==> config.mk <==
export PLATFORM = sky130hd
export DESIGN_NAME = mc_controller
export DESIGN_NICKNAME = d
export VERILOG_FILES = /design/src/rtl/mc_controller.sv
export SDC_FILE = /design/constraint.sdc
export NUM_CORES = 1
export LEC_CHECK = 0
export CAP_MARGIN = 20
export CELL_PAD_IN_SITES_DETAIL_PLACEMENT = 1
export CELL_PAD_IN_SITES_GLOBAL_PLACEMENT = 2
export CORE_MARGIN = 5
export CORE_UTILIZATION = 28
export CTS_BUF_LIST = sky130_fd_sc_hd__clkbuf_16
export DETAILED_ROUTE_END_ITERATION = 6
export HOLD_SLACK_MARGIN = 0.08
export PLACE_DENSITY = 0.84
export SYNTH_ARGS = -nofsm -noshare
export SYNTH_HDL_FRONTEND = slang
export SYNTH_SLANG_ARGS = --single-unit
==> constraint.sdc <==
create_clock -name clk -period 2.5 [get_ports clk]
set_input_delay 0.75 -clock clk [delete_from_list [all_inputs] [get_ports clk]]
set_output_delay 0.75 -clock clk [all_outputs]
set_load 0.005 [all_outputs]
==> src/rtl/mc_controller.sv <==
// Multicycle CPU control FSM: fetch/decode/execute sequencing, datapath strobes, retire counter.
// Optional build macro ILLEGAL_TRAP_EN: an illegal opcode halts the core instead of acting as a NOP.
module mc_controller #(
    parameter int unsigned CNT_W = 16
) (
    input  logic             clk,
    input  logic             rst,
    input  logic [3:0]       opcode,
    input  logic [7:0]       instr_func,
    input  logic             zero,
    input  logic             mem_ready,
    output logic [1:0]       alu_op,
    output logic [7:0]       func,
    output logic             pc_write,
    output logic             pc_write_cond,
    output logic             ir_write,
    output logic             mem_read,
    output logic             mem_write,
    output logic             iord,
    output logic             reg_write,
    output logic             mem_to_reg,
    output logic             alu_src_a,
    output logic [1:0]       alu_src_b,
    output logic [1:0]       pc_source,
    output logic [CNT_W-1:0] instr_count,
    output logic             illegal
);

    localparam logic [3:0] OpRtype = 4'd0;
    localparam logic [3:0] OpAddi  = 4'd1;
    localparam logic [3:0] OpSubi  = 4'd2;
    localparam logic [3:0] OpLw    = 4'd3;
    localparam logic [3:0] OpSw    = 4'd4;
    localparam logic [3:0] OpBeq   = 4'd5;
    localparam logic [3:0] OpJmp   = 4'd6;

    typedef enum logic [3:0] {
        StFetch, StDecode, StExec, StMemRd, StMemWb, StMemWr, StAluWb, StBranch, StJump, StHalt
    } state_e;

    state_e     state_q, state_d;
    logic       retire, illegal_d, jump_pc_write_q;
    logic [1:0] alu_op_d, alu_src_b_d, pc_source_d;
    logic [7:0] func_d;
    logic       pc_write_cond_d, mem_read_d, mem_write_d, iord_d, reg_write_d;
    logic       mem_to_reg_d, alu_src_a_d, jump_pc_write_d;
    logic       zero_unused;

    // zero is consumed by the datapath together with pc_write_cond
    assign zero_unused = zero;

    always_comb begin
        state_d   = state_q;
        retire    = 1'b0;
        illegal_d = 1'b0;
        unique case (state_q)
            StFetch:  if (mem_ready) state_d = StDecode;
            StDecode: begin
                case (opcode)
                    OpRtype, OpAddi, OpSubi, OpLw, OpSw: state_d = StExec;
                    OpBeq:   state_d = StBranch;
                    OpJmp:   state_d = StJump;
                    default: begin
`ifdef ILLEGAL_TRAP_EN
                        state_d = StHalt;
`else
                        state_d   = StFetch;
                        illegal_d = 1'b1;
`endif
                    end
                endcase
            end
            StExec: begin
                if (opcode == OpLw)      state_d = StMemRd;
                else if (opcode == OpSw) state_d = StMemWr;
                else                     state_d = StAluWb;
            end
            StMemRd:  if (mem_ready) state_d = StMemWb;
            StMemWr: begin
                if (mem_ready) begin
                    state_d = StFetch;
                    retire  = 1'b1;
                end
            end
            StMemWb, StAluWb, StBranch, StJump: begin
                state_d = StFetch;
                retire  = 1'b1;
            end
            StHalt:   state_d = StHalt;
            default:  state_d = StFetch;
        endcase
        if (state_d == StHalt) illegal_d = 1'b1;
    end

    // Outputs are decoded from the next state so they are registered alongside it
    always_comb begin
        alu_op_d        = 2'b00;
        func_d          = 8'h00;
        pc_write_cond_d = 1'b0;
        mem_read_d      = 1'b0;
        mem_write_d     = 1'b0;
        iord_d          = 1'b0;
        reg_write_d     = 1'b0;
        mem_to_reg_d    = 1'b0;
        alu_src_a_d     = 1'b0;
        alu_src_b_d     = 2'b00;
        pc_source_d     = 2'b00;
        jump_pc_write_d = 1'b0;
        unique case (state_d)
            StFetch: begin
                mem_read_d  = 1'b1;
                alu_src_b_d = 2'b01;
            end
            StDecode: alu_src_b_d = 2'b10;
            StExec: begin
                alu_src_a_d = 1'b1;
                if (opcode == OpRtype) begin
                    alu_op_d = 2'b11;
                    func_d   = instr_func;
                end else begin
                    alu_src_b_d = 2'b10;
                    if (opcode == OpSubi) alu_op_d = 2'b01;
                end
            end
            StMemRd: begin
                mem_read_d = 1'b1;
                iord_d     = 1'b1;
            end
            StMemWr: begin
                mem_write_d = 1'b1;
                iord_d      = 1'b1;
            end
            StMemWb: begin
                reg_write_d  = 1'b1;
                mem_to_reg_d = 1'b1;
            end
            StAluWb: reg_write_d = 1'b1;
            StBranch: begin
                alu_src_a_d     = 1'b1;
                alu_op_d        = 2'b01;
                pc_write_cond_d = 1'b1;
                pc_source_d     = 2'b01;
            end
            StJump: begin
                jump_pc_write_d = 1'b1;
                pc_source_d     = 2'b10;
            end
            default: ;
        endcase
    end

    always_ff @(posedge clk) begin
        if (rst) begin
            state_q         <= StFetch;
            instr_count     <= '0;
            illegal         <= 1'b0;
            alu_op          <= 2'b00;
            func            <= 8'h00;
            pc_write_cond   <= 1'b0;
            mem_read        <= 1'b1;
            mem_write       <= 1'b0;
            iord            <= 1'b0;
            reg_write       <= 1'b0;
            mem_to_reg      <= 1'b0;
            alu_src_a       <= 1'b0;
            alu_src_b       <= 2'b01;
            pc_source       <= 2'b00;
            jump_pc_write_q <= 1'b0;
        end else begin
            state_q         <= state_d;
            illegal         <= illegal_d;
            alu_op          <= alu_op_d;
            func            <= func_d;
            pc_write_cond   <= pc_write_cond_d;
            mem_read        <= mem_read_d;
            mem_write       <= mem_write_d;
            iord            <= iord_d;
            reg_write       <= reg_write_d;
            mem_to_reg      <= mem_to_reg_d;
            alu_src_a       <= alu_src_a_d;
            alu_src_b       <= alu_src_b_d;
            pc_source       <= pc_source_d;
            jump_pc_write_q <= jump_pc_write_d;
            if (retire) instr_count <= instr_count + {{(CNT_W-1){1'b0}}, 1'b1};
        end
    end

    // Fetch strobes follow the live handshake; reset suppresses them
    assign ir_write = (state_q == StFetch) && mem_ready && !rst;
    assign pc_write = jump_pc_write_q || ir_write;

endmodule

## After elaboration in Yosys (flattened, before gate mapping)

Index checks and enable logic that the tools add are counted.

| operators by class | value |
|---|---|
| equal/unequal tests | 24 |
| reductions and logical operators | 15 |
| bitwise gates (word level) | 2 |
| mux-type cells | 26 |
| add/subtract/negate cells | 1 |

Operators with widths:

| kind | count |
|---|---|
| 4-bit by 3-bit equality test with 1-bit output, second input constant | 11 |
| 4-bit by 2-bit equality test with 1-bit output, second input constant | 6 |
| 4-bit one-hot mux with 6 select lines | 1 |
| 16-bit by 1-bit adder with 16-bit output, second input constant | 1 |
| 4-bit equality test, second input constant | 4 |
| 1-bit 2-to-1 mux | 13 |
| 4-bit by 1-bit equality test with 1-bit output, second input constant | 3 |
| 4-bit logical NOT | 3 |
| 4-bit 2-to-1 mux | 3 |
| 4-bit one-hot mux with 3 select lines | 1 |
| 2-bit one-hot mux with 2 select lines | 2 |
| 2-bit OR reduction | 4 |
| 7-bit OR reduction | 1 |
| 2-bit 2-to-1 mux | 3 |
| 2-bit one-hot mux with 3 select lines | 1 |
| 5-bit OR reduction | 1 |
| 4-bit OR reduction | 1 |
| 3-bit 2-to-1 mux | 1 |
| 3-bit OR reduction | 1 |
| 1-bit logical AND | 2 |
| 1-bit inverter | 2 |
| 1-bit one-hot mux with 2 select lines | 1 |
| 1-bit logical NOT | 1 |
| 1-bit logical OR | 1 |

| word-level totals | value |
|---|---|
| input bits | 16 |
| register bits | 43 |
| word-level logic and storage cells | 83 |
| output and inout bits | 40 |

## Depth between registers and ports, before layout

Gate-level depths: netlist (run 1).

| logic depth | value |
|---|---|
| word-level depth | 7 |
| depth in mapped cells | 7 |
| depth with buffers taken out | 5 |

## Worst setup path after synthesis (run 1)

OpenSTA, ideal clock, no wires.

| timing | value |
|---|---|
| kind | input to register |
| start point | in opcode[0] |
| end point | reg alu_op[0] |
| setup time | 73 ps |
| data required time | 2427 ps |
| cell stages on the path | 6 |
| path slack | 210 ps |
| buffers on the path | 1 |
| data arrival time | 2217 ps |
| path through | buf_2 > nor4b_1 > or3b_1 > a211o_2 > or4_1 > o22ai_2 |

| between the ends | value |
|---|---|
| cells in the longest elaborated chain, start to end | 6 |
| elaborated cells on any way between the ends | 17 |
| those cells by class | eq/ne: 8; mux: 7; reduce/logical: 2 |

RTL lines:

| what | line | source |
|---|---|---|
| start: declaration | 8 | `input logic [3:0] opcode,` |
| 4-bit by 2-bit equality test with 1-bit output, or another cell as far along | 59, 74 |  |
| 5-bit OR reduction or 2-bit 2-to-1 mux (tied branches) | - |  |
| 4-bit one-hot mux with 3 select lines or 3-bit 2-to-1 mux (tied branches) | 59, 74 |  |
| 4-bit one-hot mux with 6 select lines | 56 | `unique case (state_q)` |
| 4-bit by 3-bit equality test with 1-bit output or 4-bit by 2-bit equality test with 1-bit output (tied branches) | 109 | `unique case (state_d)` |
| 2-bit one-hot mux with 2 select lines * | 109 |  |
| end signal: assignment | 172 | `alu_op <= alu_op_d;` |
| end: declaration | 12 | `output logic [1:0] alu_op,` |

Every way passes the cells marked *; elsewhere a longest branch is shown, timed or not.
A chain may end at the register's enable or synchronous reset.

## Worst setup path after layout (run 1)

| timing | value |
|---|---|
| start point | in mem_ready |
| end point | out pc_write |

| between the ends | value |
|---|---|
| cells in the longest elaborated chain, start to end | 3 |

RTL lines:

| what | line | source |
|---|---|---|
| start: declaration | 11 | `input logic mem_ready,` |
| 1-bit logical AND (2 in series) | 189 | `assign ir_write = (state_q == StFetch) && mem_ready && !rst;` |
| 1-bit logical OR | 190 | `assign pc_write = jump_pc_write_q \|\| ir_write;` |
| end: declaration | 14 | `output logic pc_write,` |

No other way between the ends.

==> results of run 1 <==
-- path summary, 6_finish.rpt --
check                 start              to  depth (start not counted)
min          instr_count[1]  instr_count[1]                          2
max reg2reg      state_q[3]         func[1]                          7
min reg2reg  instr_count[1]  instr_count[1]                          2
max               mem_ready        pc_write                          5
-- cell usage in the layout, fill, tap and decap left out, types with 3 or more instances in the layout --
cell,instances
o21ai_0,7
nor2b_1,3
and3_1,3
nor2_1,27
o211ai_1,3
nand2_1,4
xor2_1,14
and2_1,12
nand2b_1,5
clkbuf_16,5
clkdlybuf4s50_1,49
or2_2,3
dfxtp_1,43
o2111ai_1,7
a21oi_1,6
inv_1,3
buf_4,22
nor3b_1,3
dlygate4sd2_1,3
-- power by group through the flow --
stage / Sequential, mW / Combinational [mW] / Clock [mW]
after floorplan: 0.719 / 0.0817 / 0
after global placement: 0.718 / 0.170 / 0
after detailed placement: 0.719 / 0.173 / 0
after CTS: 0.703 / 0.172 / 0.762
after global routing: 0.704 / 0.192 / 0.787
final: 0.703 / 0.174 / 0.735
-- through the flow --
step	hold slack (ns)	worst slack, ns
global placement	0.474	-0.461
finish	0.486	0.0639
detailed placement	0.485	-0.457
CTS	0.495	0.0509
global route	0.539	-0.0174
floorplan	0.473	0.210
-- area by class of cell --
class,count,area share
multi-input combinational,140,0.351
sequential,43,0.302
timing repair buffer,77,0.249
clock buffer,5,0.0439
tap,80,0.0351
clock inverter,3,0.0149
inverter,3,0.00395
-- worst register-to-register path, delay by kind of cell (launching register included) --
kind | cells | cell delay, ns
simple gates | 4 | 1.05
buf+inv | 2 | 0.34
compound gates | 1 | 0.29
flops | 1 | 0.32
-- per-layer routing --
metal	vias up	share of wire
met3	7	0.034
met4	0	0.014
met5	-	0
met1	818	0.42
li1	845	-
met2	31	0.54
-- cells by family (layout without fill, tap and decap cells) --
logic type	count (synthesis)	count (layout)
and+or+nand+nor	83	83
DFF	43	43
AOI/OAI and AO/OA	42	42
buffers and inverters	15	88
xor gates and xnor gates	14	14
adders and majority gates	1	1
-- repair_timing --
| action | 4_1_cts | 5_1_grt |
|---|---|---|
| cloned | 0 | 0 |
| setup endpoints to repair | 2 | 11 |
| resized for setup | 8 | 7 |
==> summary.md, run 1 <==
| Metric | Value |
|---|---|
| Status | `completed` |
| Largest net degree at the start of global routing | `26` |
| CP cell instances | `dlygate4sd2_1 -> nor2b_2 -> and3_4 -> or2_2 -> buf_2` |
| Synth area leader | `dfxtp_1` |
| Initial Util | `0.285` |
| Top FF cell, synth | `dfxtp_1` |
| WL/cell | `15.0 µm` |
| Max reg flops | `16` |
| Clk_skew | `0.00501 ns` |
| Storage cell area | `861 µm²` |
| Arr. time, crit path | `1.69 ns` |
| PortBufs | `54` |
| Gate power share | `0.108` |
| Post-synthesis xor/xnor area fraction | `0.0641` |
| # diodes | `0` |
| Seq cells post-synth | `43` |
| H-tree depth | `2` |
| Multi-input logic area | `0.00100 mm²` |
| Post-CTS Setup Bufs | `0` |
| Drt pass-1 iters | `4` |
| CP max stage cell | `or2_2` |
| Root buffer cell | `clkbuf_16` |
| Setup violators final | `0` |
| Mux share of post-synthesis cell area | `0` |
| Mapped Cells | `198` |
| Int Power | `1.26 mW` |
| Share of cells above drive strength 1 | `0.192` |
| Num rows | `30` |
| Grt peak-use layer | `met2` |
| Count leader, synth | `dfxtp_1` |
| WS Path Type | `input pin to primary output` |
| Adder-Cell Fraction of Synth Area | `0.00654` |
| Total CTS buffers | `5` |
| GR Layer Usage met3 | `0.0268` |
| Buffers and inverters on the worst path | `2` |
| CTS hold repair buffers | `0` |
| Fmax | `0.410 GHz` |
| Startpoint Class | `input pin` |
| Area contributors post-synth | `dfxtp_1 45%, xor2_1 6.4%, nor2_1 5.3%, and2_1 3.9%, o2111ai_1 3.2%` |
| IO Count | `56` |
| Clk sinks | `43` |
| Fillers | `780` |
| First-pass GRT wire length | `8.68 mm` |
| Fin cells | `351` |
| Met1 Usage GRT | `0.146` |
| Netlist Area Pre-Place | `0.00191 mm²` |
| Max clock buf depth | `2` |
| Simple logic cell fraction of the synthesized area | `0.265` |
| Switching part of the total | `0.217` |
| Largest family of logic cells by synthesized area | `simple AND/OR/NAND/NOR gates` |
| Initial antenna violation count | `0` |
| Core area | `0.00672 mm²` |
| Synth top area share | `0.450` |
| Clock Power Share | `0.456` |
| CP top delay family | `simple AND/OR/NAND/NOR gates` |
| GRT Overall Usage | `0.126` |
| GP Congestion | `0.733` |
| Synth Area in Compound Gates | `0.175` |
| Post-DP HPWL | `3.89 mm` |
| Placed Area | `0.00266 mm²` |
| NumNets Final | `287` |
| Post-Route WL | `5.28 mm` |
| Max-cap violation count | `0` |
| Worst min-delay path category | `flop to flop` |
| Core Util, Final | `0.424` |
| Tot Pwr | `1.61 mW` |
| Via count | `1701` |
| Max-slew violations | `0` |
| Die H | `92.6 µm` |
| Measured slew at the worst slew-check pin | `0.405 ns` |
| Vias/cell | `4.85` |
| Final-report hold violation count | `0` |
| Mapped Nets | `215` |
| Mean Syn Cell Area | `9.66 µm²` |
| Peak fanout along the critical path | `2` |
| Yosys cell types | `49` |
| Width of the die | `92.6 µm` |
| Largest registers | `instr_count (16), func (8), state_q (4)` |
| Fin crit share | `0.974` |
| Crit path time final | `2.44 ns` |
| Met2 Use GR | `0.233` |
| Fin area | `0.00285 mm²` |
| Fin Setup TNS | `0 ns` |
| TritonCTS clock tree | `built` |
| Number of flops mapped to enable cells by yosys | `0` |
| Sequential Power Share | `0.436` |
| Sequential cell area fraction in the yosys report | `0.450` |
| Initial DRC Count | `31` |
| Antenna Nets Post-Route | `0` |
| Top reg by flops | `instr_count` |
| P_leak | `1.10 nW` |
| Crit end category | `primary output` |
| Slew margin rel. | `0.726` |
| Synth cell count leaders | `43 x dfxtp_1, 27 x nor2_1, 14 x xor2_1` |
| Power Dens Cells | `565 mW/mm²` |
| Clock insertion delay at the later pin of the skew report | `0.28 ns` |
| R2r setup slk | `0.39 ns` |
| Total grt overflow | `0` |
| Clk slew on worst S/H paths | `0.06 ns` |
| Max incr delay on CP | `0.26 ns` |
| DRC | `0` |
| Placed Instances | `343` |
| Req. time, crit path | `1.75 ns` |
| Synth warn | `0` |
| Async set or reset register ratio after synthesis | `0` |
| VDD IR max | `0.325 mV` |
| Area growth syn-to-layout | `49.1%` |
| Vias in the first global route | `1770` |
| Switching power | `0.349 mW` |
| Die ar. | `0.00858 mm²` |
(Power assumes the default switching activity.)
==> run 2: changes to the inputs <==
--- a/config.mk
+++ b/config.mk
@@ -9,11 +9,11 @@
 export CELL_PAD_IN_SITES_DETAIL_PLACEMENT = 1
 export CELL_PAD_IN_SITES_GLOBAL_PLACEMENT = 2
 export CORE_MARGIN = 5
-export CORE_UTILIZATION = 28
+export CORE_UTILIZATION = 30
 export CTS_BUF_LIST = sky130_fd_sc_hd__clkbuf_16
 export DETAILED_ROUTE_END_ITERATION = 6
 export HOLD_SLACK_MARGIN = 0.08
-export PLACE_DENSITY = 0.84
+export PLACE_DENSITY_LB_ADDON = 0.1
 export SYNTH_ARGS = -nofsm -noshare
 export SYNTH_HDL_FRONTEND = slang
 export SYNTH_SLANG_ARGS = --single-unit
==> constraint.sdc (replaced) <==
create_clock -name clk -period 3.15 [get_ports clk]
set_input_delay 0.945 -clock clk [delete_from_list [all_inputs] [get_ports clk]]
set_output_delay 0.945 -clock clk [all_outputs]
set_load 0.005 [all_outputs]
==> run 2 against run 1 <==
Clock power shrank 33%. Cell count is 3.1% lower. Largest cell class unchanged. Largest power group is now registers. Total power is 27% lower. Wire length decreased by 5.4%. Final area shrank 3.6%.
==> summary.md, run 2 (synthesis gave the netlist of run 1 again) <==
| Metric | Value |
|---|---|
| R2r setup slk | `1.08 ns` |
| Die H | `89.8 µm` |
| Post-DP HPWL | `3.60 mm` |
| Core area | `0.00628 mm²` |
| IO Count | `56` |
| Arr. time, crit path | `2.09 ns` |
| WL/cell | `14.7 µm` |
| Most frequent cells in the layout | `51 x clkdlybuf4s50_1, 43 x dfxtp_1, 27 x nor2_1, 15 x buf_4, 14 x xor2_1` |
| Initial DRC Count | `39` |
| WS Path Type | `input pin to primary output` |
| Req. time, crit path | `2.20 ns` |
| Initial Util | `0.305` |
| Reg2reg path depth | `6` |
| H-tree depth | `2` |
| Storage cell area | `861 µm²` |
| RR Startpoint | `state_q[3]` |
| VDD IR max | `0.238 mV` |
| Crit end category | `primary output` |
| Core Util, Final | `0.438` |
| Final-report hold violation count | `0` |
| Initial antenna violation count | `0` |
| # diodes | `0` |
| P_leak | `1.03 nW` |
| Crit path time final | `3.03 ns` |
| PortBufs | `54` |
| Vias/cell | `4.80` |
| WHS Endpoint | `instr_count[1]` |
| Max-cap violation count | `0` |
| Fin Setup TNS | `0 ns` |
| Largest registers | `instr_count (16), func (8), state_q (4)` |
| Unrepaired setup endpoints after global routing | `false` |
| Post-CTS Setup Bufs | `0` |
| Antenna Nets Post-Route | `0` |
| First-pass GRT wire length | `8.81 mm` |
| Setup violators final | `0` |
| Max reg flops | `16` |
| TritonCTS clock tree | `built` |
| Root buffer cell | `clkbuf_16` |
| Tot Pwr | `1.18 mW` |
| Max clock buf depth | `2` |
| Die ar. | `0.00807 mm²` |
| Width of the die | `89.8 µm` |
| Slew margin rel. | `0.675` |
| Status | `completed` |
| Fillers | `733` |
| Startpoint Class | `input pin` |
| NumNets Final | `279` |
| Drt pass-1 iters | `3` |
| Top reg by flops | `instr_count` |
| Fin crit share | `0.962` |
| GRT Overall Usage | `0.131` |
| Share of cells above drive strength 1 | `0.152` |
| Reg2reg end | `func[7]` |
| Multi-input logic area | `985 µm²` |
| Worst hold path startpoint | `instr_count[1]` |
| Most common cell after layout, fill and taps aside | `clkdlybuf4s50_1` |
| Post-Route WL | `4.99 mm` |
| Clock insertion delay at the later pin of the skew report | `0.28 ns` |
| Peak fanout along the critical path | `2` |
| Cells on Worst Hold Path | `2` |
| Total grt overflow | `0` |
| Vias in the first global route | `1735` |
| GP Congestion | `0.736` |
| Area growth syn-to-layout | `43.8%` |
| Total CTS buffers | `5` |
| Worst min-delay path category | `flop to flop` |
| Max-slew violations | `0` |
| Clk sinks | `43` |
| DRC | `0` |
| Power Dens Cells | `430 mW/mm²` |
| Via count | `1633` |
| Largest net degree at the start of global routing | `26` |
| Measured slew at the worst slew-check pin | `0.487 ns` |
| Clk slew on worst S/H paths | `0.06 ns` |
| Clk_skew | `0.00278 ns` |
| Num rows | `29` |
| Fmax | `0.330 GHz` |
[run 2: changes by cell type in the layout (fill, tap and decap cells not counted), sizes merged]
| cell | previous run | this run |
|---|---|---|
| clkdlybuf4s15 | 0 | 1 |
| clkinvlp | 0 | 1 |
| buf | 24 | 15 |
| dlygate4sd2 | 3 | 1 |
| bufinv | 1 | 0 |
| clkdlybuf4s50 | 49 | 51 |
[run 2: where the power goes]
group,total (mW),internal (mW),switching [mW]
clock,0.495,0.289,0.206
sequential,0.558,0.554,0.00476
combinational,0.129,0.0694,0.0594
[run 2: through the flow]
| step | instance area (µm²) | cells | hold WS [ns] | worst slack, ns |
|---|---|---|---|---|
| after detailed placement | 2600 | 332 | 0.488 | -0.177 |
| after CTS | 2740 | 340 | 0.500 | 0.0308 |
| final | 2750 | 340 | 0.498 | 0.120 |
| after floorplan | 1910 | 198 | 0.473 | 0.646 |
| after global routing | 2750 | 340 | 0.513 | 0.0592 |
| after global placement | 2600 | 332 | 0.485 | -0.193 |
[run 2: worst max-delay path, stage by stage]
cell and delay, ns:
clkdlybuf4s50_1 0.48, nor2_1 0.04, and3_4 0.15, or2_2 0.26, clkdlybuf4s15_1 0.20
[run 2: how the worst max path moves through the flow]
stage                          from        to  cells past startpoint
after global routing            rst  pc_write                      5
after CTS                 mem_ready  pc_write                      5
after floorplan                 rst  pc_write                      4
after global placement    mem_ready  pc_write                      5
final                           rst  pc_write                      5
after detailed placement  mem_ready  pc_write                      5
[run 2: final cells by class]
cell class | instances | share of cell area
Multi-Input combinational cell | 140 | 0.358
Sequential cell | 43 | 0.313
Timing Repair Buffer | 69 | 0.238
Clock buffer | 5 | 0.0455
Tap cell | 77 | 0.0350
Clock inverter | 3 | 0.00592
Inverter | 3 | 0.00410
[run 2: what timing repair did]
action,4_1_cts,5_1_grt
setup endpoints to repair,2,1
pin swaps,1,0
gates cloned,0,0
resized for setup,4,2
hold buffers,0,0
[run 2: layer usage]
layer	vias up	track usage	routed length, µm
li1	827	-	-
met1	778	0.165	2370
met2	24	0.218	2430
met3	4	0.0342	144
met4	0	0.0378	55
met5	-	0	0
==> run 3: changes to the inputs <==
==> constraint.sdc (replaced) <==
create_clock -name clk -period 3.15 [get_ports clk]
set_input_delay 0.945 -clock clk [delete_from_list [all_inputs] [get_ports clk]]
set_output_delay 0.945 -clock clk [all_outputs]
set_load 0.1 [all_outputs]
==> run 3 against run 2 <==
Sequential cell count stayed put. Largest power group unchanged. Wire length down 3.7%. Register-to-register slack worse by 0.05 ns. Via count increased by 0.18%. Combinational power is 54% higher.
==> summary.md, run 3 (synthesis gave the netlist of run 1 again) <==
| Metric | Value |
|---|---|
| Status | `completed` |
| Crit path time final | `3.09 ns` |
| WHS Endpoint | `instr_count[1]` |
| CP max stage cell | `clkdlybuf4s50_1` |
| Top reg by flops | `instr_count` |
| Fin Setup TNS | `0 ns` |
| R2r setup slk | `1.03 ns` |
| First-pass GRT wire length | `8.36 mm` |
| Share of cells above drive strength 1 | `0.300` |
| Clock Power Share | `0.396` |
| Drt pass-1 iters | `4` |
| Unrepaired setup endpoints after global routing | `false` |
| Clk sinks | `43` |
| Final-report hold violation count | `0` |
| Total grt overflow | `0` |
| WL/cell | `14.1 µm` |
| Post-CTS Setup Bufs | `0` |
| Cells on Worst Hold Path | `2` |
| Gate power share | `0.158` |
| Switching part of the total | `0.271` |
| Initial DRC Count | `39` |
| P_leak | `1.11 nW` |
| IO Count | `56` |
| Largest registers | `instr_count (16), func (8), state_q (4)` |
| Initial antenna violation count | `0` |
| Worst min-delay path category | `flop to flop` |
| Setup violators final | `0` |
| Post-DP HPWL | `3.61 mm` |
| Worst hold margin | `0.505 ns` |
| Power Dens Cells | `470 mW/mm²` |
| Measured slew at the worst slew-check pin | `0.443 ns` |
| NumNets Final | `279` |
| Area growth syn-to-layout | `39.6%` |
| Total CTS buffers | `5` |
| Placed Instances | `332` |
| WS Path Type | `input pin to primary output` |
| Max clock buf depth | `2` |
| GP Congestion | `0.709` |
| Switching power | `0.341 mW` |
| Most common cell after layout, fill and taps aside | `buf_4` |
| Core area | `0.00628 mm²` |
| Core Util, Final | `0.425` |
| Arr. time, crit path | `2.14 ns` |
| Largest net degree at the start of global routing | `26` |
| DRC | `0` |
| Num rows | `29` |
| Int Power | `0.915 mW` |
| CTS hold repair buffers | `0` |
| Req. time, crit path | `2.20 ns` |
| Clk slew on worst S/H paths | `0.06 ns` |
| Vias/cell | `4.81` |
| Clk_skew | `0.00475 ns` |
| Max incr delay on CP | `0.48 ns` |
| Via count | `1636` |
| Fin cells | `340` |
| Sequential Power Share | `0.446` |
| Startpoint Class | `input pin` |
| Place WS | `0.0196 ns` |
| PortBufs | `54` |
| Tot Pwr | `1.26 mW` |
| RR Startpoint | `state_q[3]` |
| Max reg flops | `16` |
| VDD IR max | `0.219 mV` |
| Post-Route WL | `4.81 mm` |
| Worst hold path startpoint | `instr_count[1]` |
| Storage cell area | `861 µm²` |
| Fmax | `0.324 GHz` |
| Crit end category | `primary output` |
| GRT Overall Usage | `0.122` |
| Slew margin rel. | `0.700` |
| Clock insertion delay at the later pin of the skew report | `0.28 ns` |
| Antenna Nets Post-Route | `0` |
| # diodes | `0` |
| Vias in the first global route | `1691` |
| Most frequent cells in the layout | `53 x buf_4, 43 x dfxtp_1, 27 x nor2_1, 14 x xor2_1, 13 x clkdlybuf4s50_1` |
| Max-slew violations | `0` |
| CP cell instances | `clkdlybuf4s50_1 -> nor2_1 -> and3_2 -> or2_2 -> buf_12` |
| Post-CTS Resized | `0` |
| Reg2reg end | `instr_count[13]` |
| Fin area | `0.00267 mm²` |
| Fillers | `738` |
| Setup ws final | `0.0646 ns` |
| Width of the die | `89.8 µm` |
| Placed Area | `0.00252 mm²` |
| Multi-input logic area | `978 µm²` |
| Die ar. | `0.00807 mm²` |
| Root buffer cell | `clkbuf_16` |
| Die H | `89.8 µm` |
| H-tree depth | `2` |
| TritonCTS clock tree | `built` |
| Max-cap violation count | `0` |
| Peak fanout along the critical path | `2` |
| Initial Util | `0.305` |
| Fin crit share | `0.979` |
| Reg2reg path depth | `5` |
## run 3: layout make-up
| type | count | share of cell area |
|---|---|---|
| inverter | 3 | 0.00422 |
| tap | 77 | 0.0361 |
| multi-input combinational | 140 | 0.367 |
| sequential | 43 | 0.323 |
| clock inverter | 3 | 0.00609 |
| timing repair buffer | 69 | 0.218 |
| clock buffer | 5 | 0.0469 |
## run 3: metal layers
| metal | track usage | share of wire | routed length (µm) | up-vias |
|---|---|---|---|---|
| met5 | 0 | 0 | 0 | - |
| met4 | 0.0227 | 0.0031 | 15 | 0 |
| met3 | 0.0409 | 0.038 | 182 | 2 |
| met2 | 0.207 | 0.49 | 2370 | 30 |
| met1 | 0.150 | 0.46 | 2240 | 779 |
| li1 | - | - | - | 825 |
## run 3: worst max-delay path by stage
stage          cells after the start        to  startpoint  slack, ns
6_report                           5  pc_write         rst       0.06
5_1_grt                            5  pc_write         rst     0.0006
4_1_cts                            5  pc_write   mem_ready       0.01
3_5_place_dp                       5  pc_write   mem_ready       0.02
3_3_place_gp                       5  pc_write   mem_ready       0.02
2_1_floorplan                      4  pc_write         rst       0.01
## run 3: critical path: cells and delay by family
kind	cells	cell delay [ns]
buffers and inverters	2	0.65
AND/OR/NAND/NOR	3	0.55
## run 3: power by group through the flow
stage	combinational, mW	clock (mW)	sequential [mW]
finish	0.199	0.497	0.560
global route	0.213	0.535	0.561
CTS	0.202	0.511	0.560
detailed placement	0.202	0	0.572
global placement	0.201	0	0.573
floorplan	0.0788	0	0.626
